<file path="config.mk">
export PLATFORM = sky130hd
export DESIGN_NAME = gold_scrambler
export DESIGN_NICKNAME = d
export VERILOG_FILES = /design/src/rtl/gold_scrambler.sv
export SDC_FILE = /design/constraint.sdc
export NUM_CORES = 1
export LEC_CHECK = 0
export CORE_MARGIN = 10
export CORE_UTILIZATION = 40
export DETAILED_ROUTE_END_ITERATION = 6
export PLACE_DENSITY = 0.7
export SETUP_SLACK_MARGIN = 0.15
export SYNTH_ARGS = -nofsm -noshare
export SYNTH_HDL_FRONTEND = slang
export SYNTH_SLANG_ARGS = --single-unit
</file>
<file path="constraint.sdc">
create_clock -name i_clk -period 6.1 [get_ports i_clk]
set_input_delay 0.915 -clock i_clk [delete_from_list [all_inputs] [get_ports i_clk]]
set_output_delay 0.915 -clock i_clk [all_outputs]
set_load 0.05 [all_outputs]
</file>
<file path="src/rtl/gold_scrambler.sv">
// CCSDS Gold-sequence I/Q scrambler: seeks the x generator to code n, then
// rotates each accepted symbol by R_n(i) and restarts the sequence every frame.
module gold_scrambler #(
    parameter int DATA_W    = 8,
    parameter int FRAME_LEN = 16
) (
    input  logic              i_clk,
    input  logic              i_reset,
    input  logic              i_start,
    input  logic [17:0]       i_code,
    input  logic              i_valid,
    output logic              o_ready,
    input  logic [DATA_W-1:0] i_i,
    input  logic [DATA_W-1:0] i_q,
    output logic              o_valid,
    input  logic              i_ready,
    output logic [DATA_W-1:0] o_i,
    output logic [DATA_W-1:0] o_q,
    output logic [1:0]        o_r,
    output logic              o_sof,
    output logic              o_busy
);

    localparam int FC_W = (FRAME_LEN > 1) ? $clog2(FRAME_LEN) : 1;
    localparam logic [FC_W-1:0]   FC_LAST = FC_W'(FRAME_LEN - 1);
    localparam logic [17:0]       X_INIT  = 18'd1;
    localparam logic [17:0]       Y_INIT  = '1;
    localparam logic [DATA_W-1:0] S_MIN   = {1'b1, {(DATA_W-1){1'b0}}};
    localparam logic [DATA_W-1:0] S_MAX   = {1'b0, {(DATA_W-1){1'b1}}};
    localparam logic [DATA_W-1:0] S_ONE   = DATA_W'(1);

    typedef enum logic [1:0] {
        ST_IDLE,
        ST_SEEK,
        ST_RUN
    } state_t;

    state_t            r_state;
    state_t            w_nextState;
    logic [17:0]       r_x;
    logic [17:0]       r_y;
    logic [17:0]       r_xSeed;
    logic [17:0]       r_cnt;
    logic [FC_W-1:0]   r_fc;
    logic              r_oValid;
    logic [DATA_W-1:0] r_oI;
    logic [DATA_W-1:0] r_oQ;
    logic [1:0]        r_oR;
    logic              r_oSof;

    logic              w_ready;
    logic              w_busy;
    logic              w_accept;
    logic              w_z1;
    logic              w_z2;
    logic [1:0]        w_r;
    logic [DATA_W-1:0] w_rotI;
    logic [DATA_W-1:0] w_rotQ;

    function automatic logic [17:0] stepX(input logic [17:0] v);
        return {v[7] ^ v[0], v[17:1]};
    endfunction

    function automatic logic [17:0] stepY(input logic [17:0] v);
        return {v[10] ^ v[7] ^ v[5] ^ v[0], v[17:1]};
    endfunction

    // The most negative sample has no positive twin, so it clips to full scale.
    function automatic logic [DATA_W-1:0] satNeg(input logic [DATA_W-1:0] v);
        return (v == S_MIN) ? S_MAX : (~v + S_ONE);
    endfunction

    // y7 is not a tap of the half-period-shifted y term.
    assign w_z1 = r_x[4] ^ r_x[6] ^ r_x[15];
    assign w_z2 = ^{r_y[15:8], r_y[6:5]};
    assign w_r  = {w_z1 ^ w_z2, r_x[0] ^ r_y[0]};

    always_comb begin
        w_rotI = i_i;
        w_rotQ = i_q;
        case (w_r)
            2'd1: begin
                w_rotI = satNeg(i_q);
                w_rotQ = i_i;
            end
            2'd2: begin
                w_rotI = satNeg(i_i);
                w_rotQ = satNeg(i_q);
            end
            2'd3: begin
                w_rotI = i_q;
                w_rotQ = satNeg(i_i);
            end
            default: ;
        endcase
    end

    always_ff @(posedge i_clk) begin
        if (i_reset) begin
            r_state <= ST_IDLE;
        end else begin
            r_state <= w_nextState;
        end
    end

    always_comb begin
        w_nextState = r_state;
        w_ready     = 1'b0;
        w_busy      = 1'b0;
        case (r_state)
            ST_IDLE: ;
            ST_SEEK: begin
                w_busy = 1'b1;
                if (r_cnt == 18'd0) begin
                    w_nextState = ST_RUN;
                end
            end
            ST_RUN: begin
                w_ready = (!r_oValid || i_ready) && !i_start;
            end
            default: w_nextState = ST_IDLE;
        endcase
        if (i_start) begin
            w_nextState = ST_SEEK;
        end
    end

    assign w_accept = w_ready && i_valid;

    // A start pulse overrides everything, including a symbol offered the same cycle.
    always_ff @(posedge i_clk) begin
        if (i_reset) begin
            r_x      <= X_INIT;
            r_y      <= Y_INIT;
            r_xSeed  <= X_INIT;
            r_cnt    <= 18'd0;
            r_fc     <= '0;
            r_oValid <= 1'b0;
            r_oI     <= '0;
            r_oQ     <= '0;
            r_oR     <= 2'd0;
            r_oSof   <= 1'b0;
        end else if (i_start) begin
            r_cnt    <= i_code;
            r_x      <= X_INIT;
            r_y      <= Y_INIT;
            r_fc     <= '0;
            r_oValid <= 1'b0;
        end else begin
            if (r_state == ST_SEEK) begin
                if (r_cnt != 18'd0) begin
                    r_x   <= stepX(r_x);
                    r_cnt <= r_cnt - 18'd1;
                end else begin
                    r_xSeed <= r_x;
                    r_fc    <= '0;
                end
            end
            if (w_accept) begin
                r_oValid <= 1'b1;
                r_oI     <= w_rotI;
                r_oQ     <= w_rotQ;
                r_oR     <= w_r;
                r_oSof   <= (r_fc == '0);
                if (r_fc == FC_LAST) begin
                    r_x  <= r_xSeed;
                    r_y  <= Y_INIT;
                    r_fc <= '0;
                end else begin
                    r_x  <= stepX(r_x);
                    r_y  <= stepY(r_y);
                    r_fc <= r_fc + FC_W'(1);
                end
            end else if (i_ready) begin
                r_oValid <= 1'b0;
            end
        end
    end

    assign o_ready = w_ready;
    assign o_busy  = w_busy;
    assign o_valid = r_oValid;
    assign o_i     = r_oI;
    assign o_q     = r_oQ;
    assign o_r     = r_oR;
    assign o_sof   = r_oSof;

endmodule

</file>
Word level (Yosys, flattened, before mapping). Index checks and enable logic that the tools add are counted.

Reductions and logical operators: 24. Add/subtract/negate cells: 4. Equal/unequal tests: 12. Bitwise operators: 13. Mux-type cells: 23.

Operator list (number): $mux W18 (8); $pmux W8 S3 (2); $logic_not A18 Y1 (1); $reduce_bool A18 Y1 (1); $sub A18 B1 Y18 const B (1); $add A8 B1 Y8 const B (2); $eq A8 B8 Y1 const B (2); $mux W4 (4); $mux W8 (2); $not A8 Y8 (2); $reduce_and A2 Y1 (6); $reduce_bool A2 Y1 (5); $reduce_xor A10 Y1 (1); $xor A1 B1 Y1 (8); $eq A2 B2 Y1 const B (3); $mux W1 (5); $add A4 B1 Y4 const B (1); $eq A2 B1 Y1 const B (2); $eq A4 B4 Y1 const B (1); $logic_not A4 Y1 (1); $ne A2 B2 Y1 const B (2); $pmux W2 S2 (1); $reduce_or A2 Y1 (2); $ne A3 B3 Y1 const B (1); 8 further kinds (12).

Flip-flop bits (word level): 98. Output and inout bits: 22. Word-level logic and storage cells: 88. Input bits: 39.

Logic depth before layout (Yosys ltp). Gate-level depths: netlist of the first run.

Depth after elaboration: 7. Depth in mapped cells: 9. Mapped depth without buffers: 8.

Least setup slack after synthesis of the first run. Ideal clock, no wire load.

Path type: input port to output port. Start point: input i_start. End point: output o_ready. Cell stages on the path: 3. Path slack: 3.364 ns. Data arrival time: 1.821 ns. Data required time: 5.185 ns. Path buffers: 1. Path through: inv_1 clkbuf_1 and3_1.

Word-level cells in the longest chain between the ends: 3.

Ends and longest elaborated chain: start, declared (RTL line 9) `input logic i_start,`; $logic_not A1 Y1 (RTL line 119) `w_ready = (!r_oValid || i_ready) && !i_start;`; $logic_and A1 B1 Y1 (RTL line 119); $mux W1 (RTL line 110) `case (r_state)`; end, declared (RTL line 12) `output logic o_ready,`.

No other way between the ends.

Worst setup path in the final report of the first run. Same ends and word-level chain as after synthesis.

==> reports/results.ini, run 1 <==
[final_layout]
utilization_pct = 49.39
drive_above_1_share_pct = 6.144
nFillCells = 1155
diodes = 0
nNetsFinal = 690
syn2layout_area_growth_pct = 19.53

[timing]
relSlewSlack_pct = 20.75
fin_tns_setup_ps = 0
min_period_over_period_pct = 70.74
fmaxAchievable_mhz = 231.8
fin_skew_ps = 9.622
tightest_slew_ps = 1189
setup_viol = 0
rsz0062_at_grt = no
drv_slew = 0
period_minus_slack_ps = 4315
hold_viol = 0

[detailed_routing]
dr.first_iter.drc_count = 442
drc = 0
wl_per_cell_um = 14.70
vias = 4508
ant_nets = 0
via_per_inst = 5.504
drt_first_pass_iters = 5
routed_wl_um = 12040

[clock_tree]
post-cts-setup-buffers = 0
clk_path_buf_depth = 2
htree_levels = 3
cts-hold-fix-buffers = 0
cts_root_buffer = clkbuf_16
path_clk_slew_ps = 80
clock-sinks = 98
clock_latency_ps = 340
cts_resized = 0
cts_tree = yes
numCtsBuffers = 9

[setup_path]
rr_worst_depth = 6
crit_required_ps = 5180
critPathArrivalTime_ps = 3400
crit_type = primary input to output port
rr_startpoint = r_cnt[13]$_SDFFE_PP0P_
rr_endpoint = r_x[14]$_SDFFE_PP0P_
worst_setup_path_start_kind = primary input
endpoint_kind = output port
startpoint = i_start
r2r_setup_slack_ps = 3230
crit_fanout = 22

[hold_path]
hold_depth = 2
hold_path.class = flop to flop
whs_endpoint = r_xSeed[5]$_SDFFE_PP0P_
hp-start = r_xSeed[5]$_SDFFE_PP0P_

[logic_synthesis]
synth-async-reset-ratio_pct = 0
synth.avg_cell_area_um2 = 8.178
yosys.area.top_type_share_pct = 39.20
ys_ff_latch = 98
synth_edf_count = 0
syn_inst = 612
yosysWarnings = 0
synth.cell_area_um2 = 5005
ys_seq_area_share_pct = 39.20
yosys.area.top_type = dfxtp_1
ys.flop_type = dfxtp_1
synth_nets = 656
ys_top_cells_by_area = dfxtp_1, nand2_1, nor2_1
ys_types = 60

[power_and_ir_drop]
swShare_pct = 26.94
pwr-share-comb_pct = 13.0
ir_drop_mv = 0.1421
p_clk_share_pct = 41.3
p_per_area_nw_per_um2 = 244.3
p_int_mw = 1.068
power_frac_seq_pct = 45.8
p_leak_nw = 2.157
power.switching_mw = 0.3936

[job]
maxCapViolations = 0

[global_routing]
grt_max_degree = 60
grt_overflow = 0
grt_util_met3_pct = 3.468
antenna_found_initial = 0
grt_util_met1_pct = 17.42
grt-busiest-layer = met2
met2_usage_pct = 21.87
grt_pass1_wl_um = 20540
grt_pass1_vias = 4258
grtUsageTotal_pct = 13.52

[floorplanning]
die-area_um2 = 17390
rows = 40
core_um2 = 12110
top_level_ports = 61
initial_core_util_pct = 41.32
dieHeight_um = 131.9
fp.dieW_um = 131.9

[place]
portBuffers = 60
post-dp-hpwl_um = 8106
gp_congestion = 0.8935

[outcome]
run_status = complete, no violations

power groups by stage:
stage / Clock [mW] / Sequential [mW] / Combinational [mW]
after detailed placement: 0 / 0.683 / 0.186
final: 0.603 / 0.669 / 0.190
after floorplan: 0 / 0.680 / 0.136
after global placement: 0 / 0.682 / 0.182
after CTS: 0.613 / 0.668 / 0.188
after global routing: 0.640 / 0.671 / 0.210
worst max-delay path: stages:
cell and delay, ps:
clkdlybuf4s50_1 670, inv_1 720, and3_1 280, clkdlybuf4s50_1 800
metal layers:
metal / routed length [um] / part of all wire (%)
met5: 0 / 0
met4: 144 / 1.2
met3: 824 / 6.8
met2: 5708 / 47
met1: 5359 / 45
cell usage after synthesis, drive strengths merged (13+ instances only):
cell    count
a211oi     24
a21oi      42
buf        13
clkbuf     30
dfxtp      98
mux2i      28
nand2      83
nand3      35
nor2       78
nor3       18
o21ai      17
xnor2      17
how the worst max path moves through the flow:
stage,to,cells past startpoint
6_report,o_ready,4
5_1_grt,r_x[1]$_SDFFE_PP0P_,7
4_1_cts,o_ready,4
3_5_place_dp,r_x[0]$_SDFFE_PP1P_,7
3_3_place_gp,r_x[0]$_SDFFE_PP1P_,7
2_1_floorplan,o_ready,3
area by class of cell:
| type | count | area [um2] | area share (%) |
|---|---|---|---|
| clock buffers | 9 | 225.2 | 3.765 |
| well taps | 168 | 210.2 | 3.514 |
| multi-input cells | 461 | 2808 | 46.94 |
| flip-flops and latches | 98 | 1962 | 32.80 |
| inverters | 10 | 37.54 | 0.6275 |
| repair buffers | 66 | 640.6 | 10.71 |
| clock inverters | 7 | 98.84 | 1.652 |
layout by cell type (no fill, tap or decap), types with 3 or more instances in the layout:
master and n:
nand2b_1 5, clkbuf_16 9, and3_1 5, xnor3_1 3, a311oi_1 11, nand3b_1 7, nor4_1 6, a21oi_1 42
inv_1 10, a31oi_1 4, mux2i_1 28, nor3_1 18, nand3_1 35, ha_1 5, o21bai_1 3, a2111oi_0 4
nand2_1 83, o21ai_0 17, buf_4 6, xor2_1 11, nor2_1 76, a211oi_2 3, clkdlybuf4s50_1 59, xnor2_1 16
a211o_1 5, or3_1 8, a211oi_1 21, o211ai_1 5, or2_2 4, dfxtp_1 98
logic make-up (layout without fill, tap and decap cells):
kind of cell	after synthesis	count (layout)	share of synthesized area, %
AOI/OAI and AO/OA	130	130	17.65
xor gates and xnor gates	32	32	6.575
adders and majority gates	5	5	1.250
buffers and inverters	53	92	4.850
DFF	98	98	39.20
muxes	29	29	5.825
and+or+nand+nor	265	265	24.65
registers in the layout, summed over array words and instances (netlist names):
register  flops
r_cnt        18
r_xSeed      18
r_x          18
r_state       2
o_r           2
o_valid       1
r_y          18
o_i           8
o_sof         1
o_q           8
r_fc          4
per-stage QoR:
step | std cells | total power, mW | setup WS, ps | cell area (um2) | hold slack (ps)
4_1_cts | 819 | 1.469 | 1770 | 5974 | 459.3
3_5_place_dp | 803 | 0.8695 | 1576 | 5650 | 447.3
5_1_grt | 819 | 1.521 | 1615 | 5982 | 478.4
2_1_floorplan | 612 | 0.8156 | 3364 | 5005 | 432.2
6_report | 819 | 1.461 | 1785 | 5982 | 458.4
3_3_place_gp | 803 | 0.8648 | 1680 | 5650 | 441.6
(Power assumes the default switching activity.)
==> run 2, diff against run 1 <==
Settings changed: PLACE_DENSITY 0.7 to 0.72.
Clock period 6.1 ns to 3.7 ns, I/O delays scaled along.
==> run 2 against run 1 <==
Effect of this change:
- first-iteration DRC count fell by 28%
- power rose by 64%
- largest cell class unchanged
- critical endpoint is now r_x[16]$_SDFFE_PP0P_
- via count is 0.78% higher
==> reports/results.ini, run 2 (synthesized netlist as in run 1, its figures left out) <==
[detailed_routing]
via_per_inst = 5.520  ; +0.29%
drt_first_pass_iters = 5  ; unchanged
dr.first_iter.drc_count = 318  ; -28%
ant_nets = 0  ; unchanged
vias = 4543  ; +0.78%
drc = 0  ; unchanged
wl_per_cell_um = 15.10  ; +2.7%
routed_wl_um = 12430  ; +3.2%

[floorplanning]
top_level_ports = 61  ; unchanged
rows = 40  ; unchanged
dieHeight_um = 131.9  ; unchanged
die-area_um2 = 17390  ; unchanged
core_um2 = 12110  ; unchanged
fp.dieW_um = 131.9  ; unchanged
initial_core_util_pct = 41.32  ; unchanged

[global_routing]
grt_pass1_vias = 4454  ; +4.6%
grt_overflow = 0  ; unchanged
grt_pass1_wl_um = 20870  ; +1.6%
grtUsageTotal_pct = 13.79  ; +0.27 points
grt_max_degree = 48  ; -20%
antenna_found_initial = 0  ; unchanged

[timing]
relSlewSlack_pct = 22.63  ; +1.9 points
period_minus_slack_ps = 2804
tightest_slew_ps = 1161  ; -28.17 ps
rsz0062_at_grt = no
drv_slew = 0  ; unchanged
fin_skew_ps = 9.047  ; -0.5743 ps
setup_viol = 0  ; unchanged
fin_tns_setup_ps = 0  ; unchanged
hold_viol = 0  ; unchanged
min_period_over_period_pct = 75.79
fmaxAchievable_mhz = 356.6
worst_slack_ps = 895.7  ; -889.5 ps
hold_ws_ps = 453.6  ; -4.774 ps

[hold_path]
hp-start = r_xSeed[4]$_SDFFE_PP0P_
hold_path.class = flop to flop

[clock_tree]
numCtsBuffers = 9  ; unchanged
clock-sinks = 98  ; unchanged
cts_tree = yes
cts-hold-fix-buffers = 0  ; unchanged
clock_latency_ps = 340  ; about the same
cts_root_buffer = clkbuf_16
path_clk_slew_ps = 70  ; about the same
clk_path_buf_depth = 2  ; unchanged
cts_resized = 0  ; unchanged
post-cts-setup-buffers = 0  ; unchanged
htree_levels = 3  ; unchanged

[power_and_ir_drop]
p_per_area_nw_per_um2 = 399.0  ; +63%
p_clk_share_pct = 40.6  ; -0.7 points
pwr-share-comb_pct = 13.2  ; +0.2 points
p_leak_nw = 2.175  ; +0.83%
swShare_pct = 25.51  ; -1.4 points
power.switching_mw = 0.6098  ; +55%
p_int_mw = 1.781  ; +67%
power_frac_seq_pct = 46.2  ; +0.4 points
ir_drop_mv = 0.2875  ; +100%

[setup_path]
endpoint_kind = flop
worst_path_largest_cell_delay_ps = 630  ; -170 ps
crit_type = flop to flop
critPathSlowestCell = or2_1
crit_fanout = 34  ; +55%
crit_family = simple AND/OR/NAND/NOR gates
rr_startpoint = r_cnt[7]$_SDFFE_PP0P_
critPathArrivalTime_ps = 2980  ; -420 ps
crit_required_ps = 3870  ; -1310 ps
path_buf_inv = 0  ; -3
path_cells = or3_1, or4_4, o21a_4, or2_1, nor2_1, a211oi_1
worst_setup_path_start_kind = flop
startpoint = r_cnt[7]$_SDFFE_PP0P_

[final_layout]
final_common_cell = dfxtp_1
syn2layout_area_growth_pct = 19.70
seq_area_um2 = 1962  ; unchanged
nNetsFinal = 694  ; +0.58%
multi_input_area_um2 = 2800  ; -0.27%
drive_above_1_share_pct = 6.718  ; +0.57 points
diodes = 0  ; unchanged
nFillCells = 1167  ; +1.0%
layout.cells.most_common_list = dfxtp_1, nand2_1, nor2_1
instances_no_fill = 823  ; +0.49%

[place]
portBuffers = 60  ; unchanged
pre_cts_ws_ps = 771.0  ; -805.4 ps
post-dp-hpwl_um = 8372  ; +3.3%
place_inst = 807  ; +0.50%
gp_congestion = 0.8688  ; -2.8%

[job]
maxCapViolations = 0  ; unchanged

[outcome]
run_status = complete, no violations

## run 2: path summary, 6_finish.rpt
path,end,slack [ps],cells past startpoint
worst max-delay path,r_x[16]$_SDFFE_PP0P_,900,6
worst min-delay path,r_xSeed[4]$_SDFFE_PP0P_,450,2
worst max register to register,r_x[16]$_SDFFE_PP0P_,900,6
worst min register to register,r_xSeed[4]$_SDFFE_PP0P_,450,2
## run 2: power by group through the flow
stage | Sequential, mW | Clock, mW | Combinational [mW]
after global routing | 1.11 | 1.03 | 0.350
after detailed placement | 1.13 | 0 | 0.310
after CTS | 1.10 | 0.988 | 0.314
after floorplan | 1.12 | 0 | 0.224
after global placement | 1.13 | 0 | 0.304
final | 1.10 | 0.971 | 0.316
## run 2: per-stage QoR
step	area [um2]	power [mW]	utilization (%)
after global routing	5991	2.485	49.46
after detailed placement	5678	1.437	46.88
final	5991	2.391	49.46
after CTS	5991	2.405	49.46
after floorplan	5005	1.345	-
after global placement	5678	1.429	46.88
## run 2: worst min-delay path, cell delays in order, from the launching register on
cell and delay, ps:
dfxtp_1 310, nand2_1 50, a21oi_1 50
## run 2: cell type report
cell class | instances | area share, %
multi-input cells | 461 | 46.74
flip-flops and latches | 98 | 32.75
repair buffers | 70 | 11.15
clock buffers | 11 | 4.219
well taps | 168 | 3.509
clock inverters | 5 | 1.003
inverters | 10 | 0.6266
## run 2: metal layers
metal	global-route usage, %	wire length [um]	up-vias
met1	16.94	5638	2168
met2	23.27	5913	119
met5	0	0	-
li1	-	-	2236
met3	2.896	672	20
met4	4.821	201	0
==> run 3, diff against run 2 <==
Clock period 3.7 ns to 2.34 ns, I/O delays scaled along.
==> run 3 against run 2 <==
Effect of this change:
- non-clock buffer count increased by 51
- critical path depth is 1 higher
- flip-flop and latch count did not move
- worst hold slack better by 2.7 ps
- combinational power up 140%
- utilization rose by 7.3 points
- global-route usage is 1.2 points higher
- critical endpoint is now r_x[17]$_SDFFE_PP0P_
- largest power group unchanged
==> reports/results.ini, run 3 (synthesized netlist as in run 1, its figures left out) <==
[outcome]
run_status = complete, no violations

[timing]
setup_viol = 0  ; unchanged
period_minus_slack_ps = 2327  ; -477.6 ps
fin_skew_ps = 11.07  ; +2.022 ps
min_period_over_period_pct = 99.43  ; +24 points
relSlewSlack_pct = 53.02  ; +30 points
rsz0062_at_grt = yes
drv_slew = 0  ; unchanged
tightest_slew_ps = 701.2  ; -459.3 ps
fmaxAchievable_mhz = 429.8  ; +21%
hold_ws_ps = 456.4  ; +2.726 ps
hold_viol = 0  ; unchanged
worst_slack_ps = 13.30  ; -882.4 ps

[detailed_routing]
ant_nets = 0  ; unchanged
drt_first_pass_iters = 5  ; unchanged
via_per_inst = 5.478  ; -0.76%
routed_wl_um = 13980  ; +13%
vias = 4777  ; +5.2%
drc = 0  ; unchanged
dr.first_iter.drc_count = 291  ; -8.5%
wl_per_cell_um = 16.03  ; +6.2%

[floorplanning]
rows = 40  ; unchanged
core_um2 = 12110  ; unchanged
initial_core_util_pct = 41.32  ; unchanged
dieHeight_um = 131.9  ; unchanged
die-area_um2 = 17390  ; unchanged
fp.dieW_um = 131.9  ; unchanged
top_level_ports = 61  ; unchanged

[power_and_ir_drop]
p_leak_nw = 2.537  ; +17%
power.total_mw = 3.924  ; +64%
ir_drop_mv = 0.3123  ; +8.6%
p_per_area_nw_per_um2 = 570.4  ; +43%

[global_routing]
antenna_found_initial = 0  ; unchanged
grt_overflow = 0  ; unchanged
grt_max_degree = 48  ; unchanged
grt_pass1_wl_um = 22370  ; +7.2%
grt_pass1_vias = 4621  ; +3.7%
grtUsageTotal_pct = 14.95  ; +1.2 points

[place]
portBuffers = 60  ; unchanged
post-dp-hpwl_um = 9006  ; +7.6%
pre_cts_ws_ps = -295.0  ; -1066 ps
gp_congestion = 0.8852  ; +1.9%
place_inst = 842  ; +4.3%

[clock_tree]
cts_tree = yes
clock_latency_ps = 360  ; +20 ps
clock-sinks = 98  ; unchanged
path_clk_slew_ps = 70  ; about the same
clk_path_buf_depth = 2  ; unchanged
numCtsBuffers = 9  ; unchanged
cts_root_buffer = clkbuf_16
cts-hold-fix-buffers = 0  ; unchanged
htree_levels = 3  ; unchanged

[setup_path]
endpoint_kind = flop
crit_fanout = 4  ; -88%
crit_type = flop to flop
worst_setup_path_start_kind = flop
crit_required_ps = 2580  ; -1290 ps
critPathArrivalTime_ps = 2570  ; -410 ps

[final_layout]
drive_above_1_share_pct = 22.59  ; +16 points
layout.cells.most_common_list = dfxtp_1, nand2_1, nor2_1
utilization_pct = 56.80  ; +7.3 points
nNetsFinal = 745  ; +7.3%
diodes = 0  ; unchanged
final_common_cell = dfxtp_1
syn2layout_area_growth_pct = 37.45
instances_no_fill = 872  ; +6.0%

[job]
maxCapViolations = 0  ; unchanged

[hold_path]
hold_path.class = flop to flop

[run 3: per-layer routing]
| layer | GRT usage (%) | wire, um | share of wire (%) | vias to the layer above |
|---|---|---|---|---|
| met5 | 0 | 0 | 0 | - |
| met4 | 5.933 | 269 | 1.9 | 0 |
| met3 | 2.668 | 659 | 4.7 | 18 |
| met2 | 24.92 | 6828 | 49 | 108 |
| met1 | 18.64 | 6225 | 45 | 2300 |
| li1 | - | - | - | 2351 |
[run 3: what timing repair did]
item,in CTS,in global routing
buffers inserted,4,6
gates resized for setup,17,69
setup endpoints to repair,46,64
cloned,2,4
pin swaps,3,29
[run 3: where the power goes]
part           switching (mW)  internal (mW)
Clock                   0.654          0.772
Combinational           0.370          0.382
Sequential             0.0397           1.71
Total                    1.06           2.86
[run 3: area by class of cell]
type	count	area [um2]
Timing Repair Buffer	121	1252
Clock inverter	3	23.77
Clock buffer	11	252.7
Tap cell	168	210.2
Fill cell	1087	5233
Inverter	10	37.54
Sequential cell	98	1969
Multi-Input combinational cell	461	3133
[run 3: final timing paths]
kind	start	slack, ps	endpoint	depth (start not counted)
setup / recovery	r_cnt[16]$_SDFFE_PP0P_	10	r_x[17]$_SDFFE_PP0P_	7
hold / removal	r_xSeed[1]$_SDFFE_PP0P_	460	r_xSeed[1]$_SDFFE_PP0P_	2
setup reg to reg	r_cnt[16]$_SDFFE_PP0P_	10	r_x[17]$_SDFFE_PP0P_	7
hold reg to reg	r_xSeed[1]$_SDFFE_PP0P_	460	r_xSeed[1]$_SDFFE_PP0P_	2
[run 3: metrics by stage]
stage                     area (um2)  TNS (ps)
final                           6879         0
after global routing            6879    -359.0
after CTS                       6451         0
after detailed placement        6046     -1220
after global placement          6046    -499.1
after floorplan                 5049    -284.1
[run 3: worst max-delay path: stages (launching register included)]
cell and delay (ps):
dfxtp_2 320, or4_4 530, or4_4 470, o21a_4 220, or2_4 300, clkbuf_16 180, mux2i_1 140, nor2_1 50
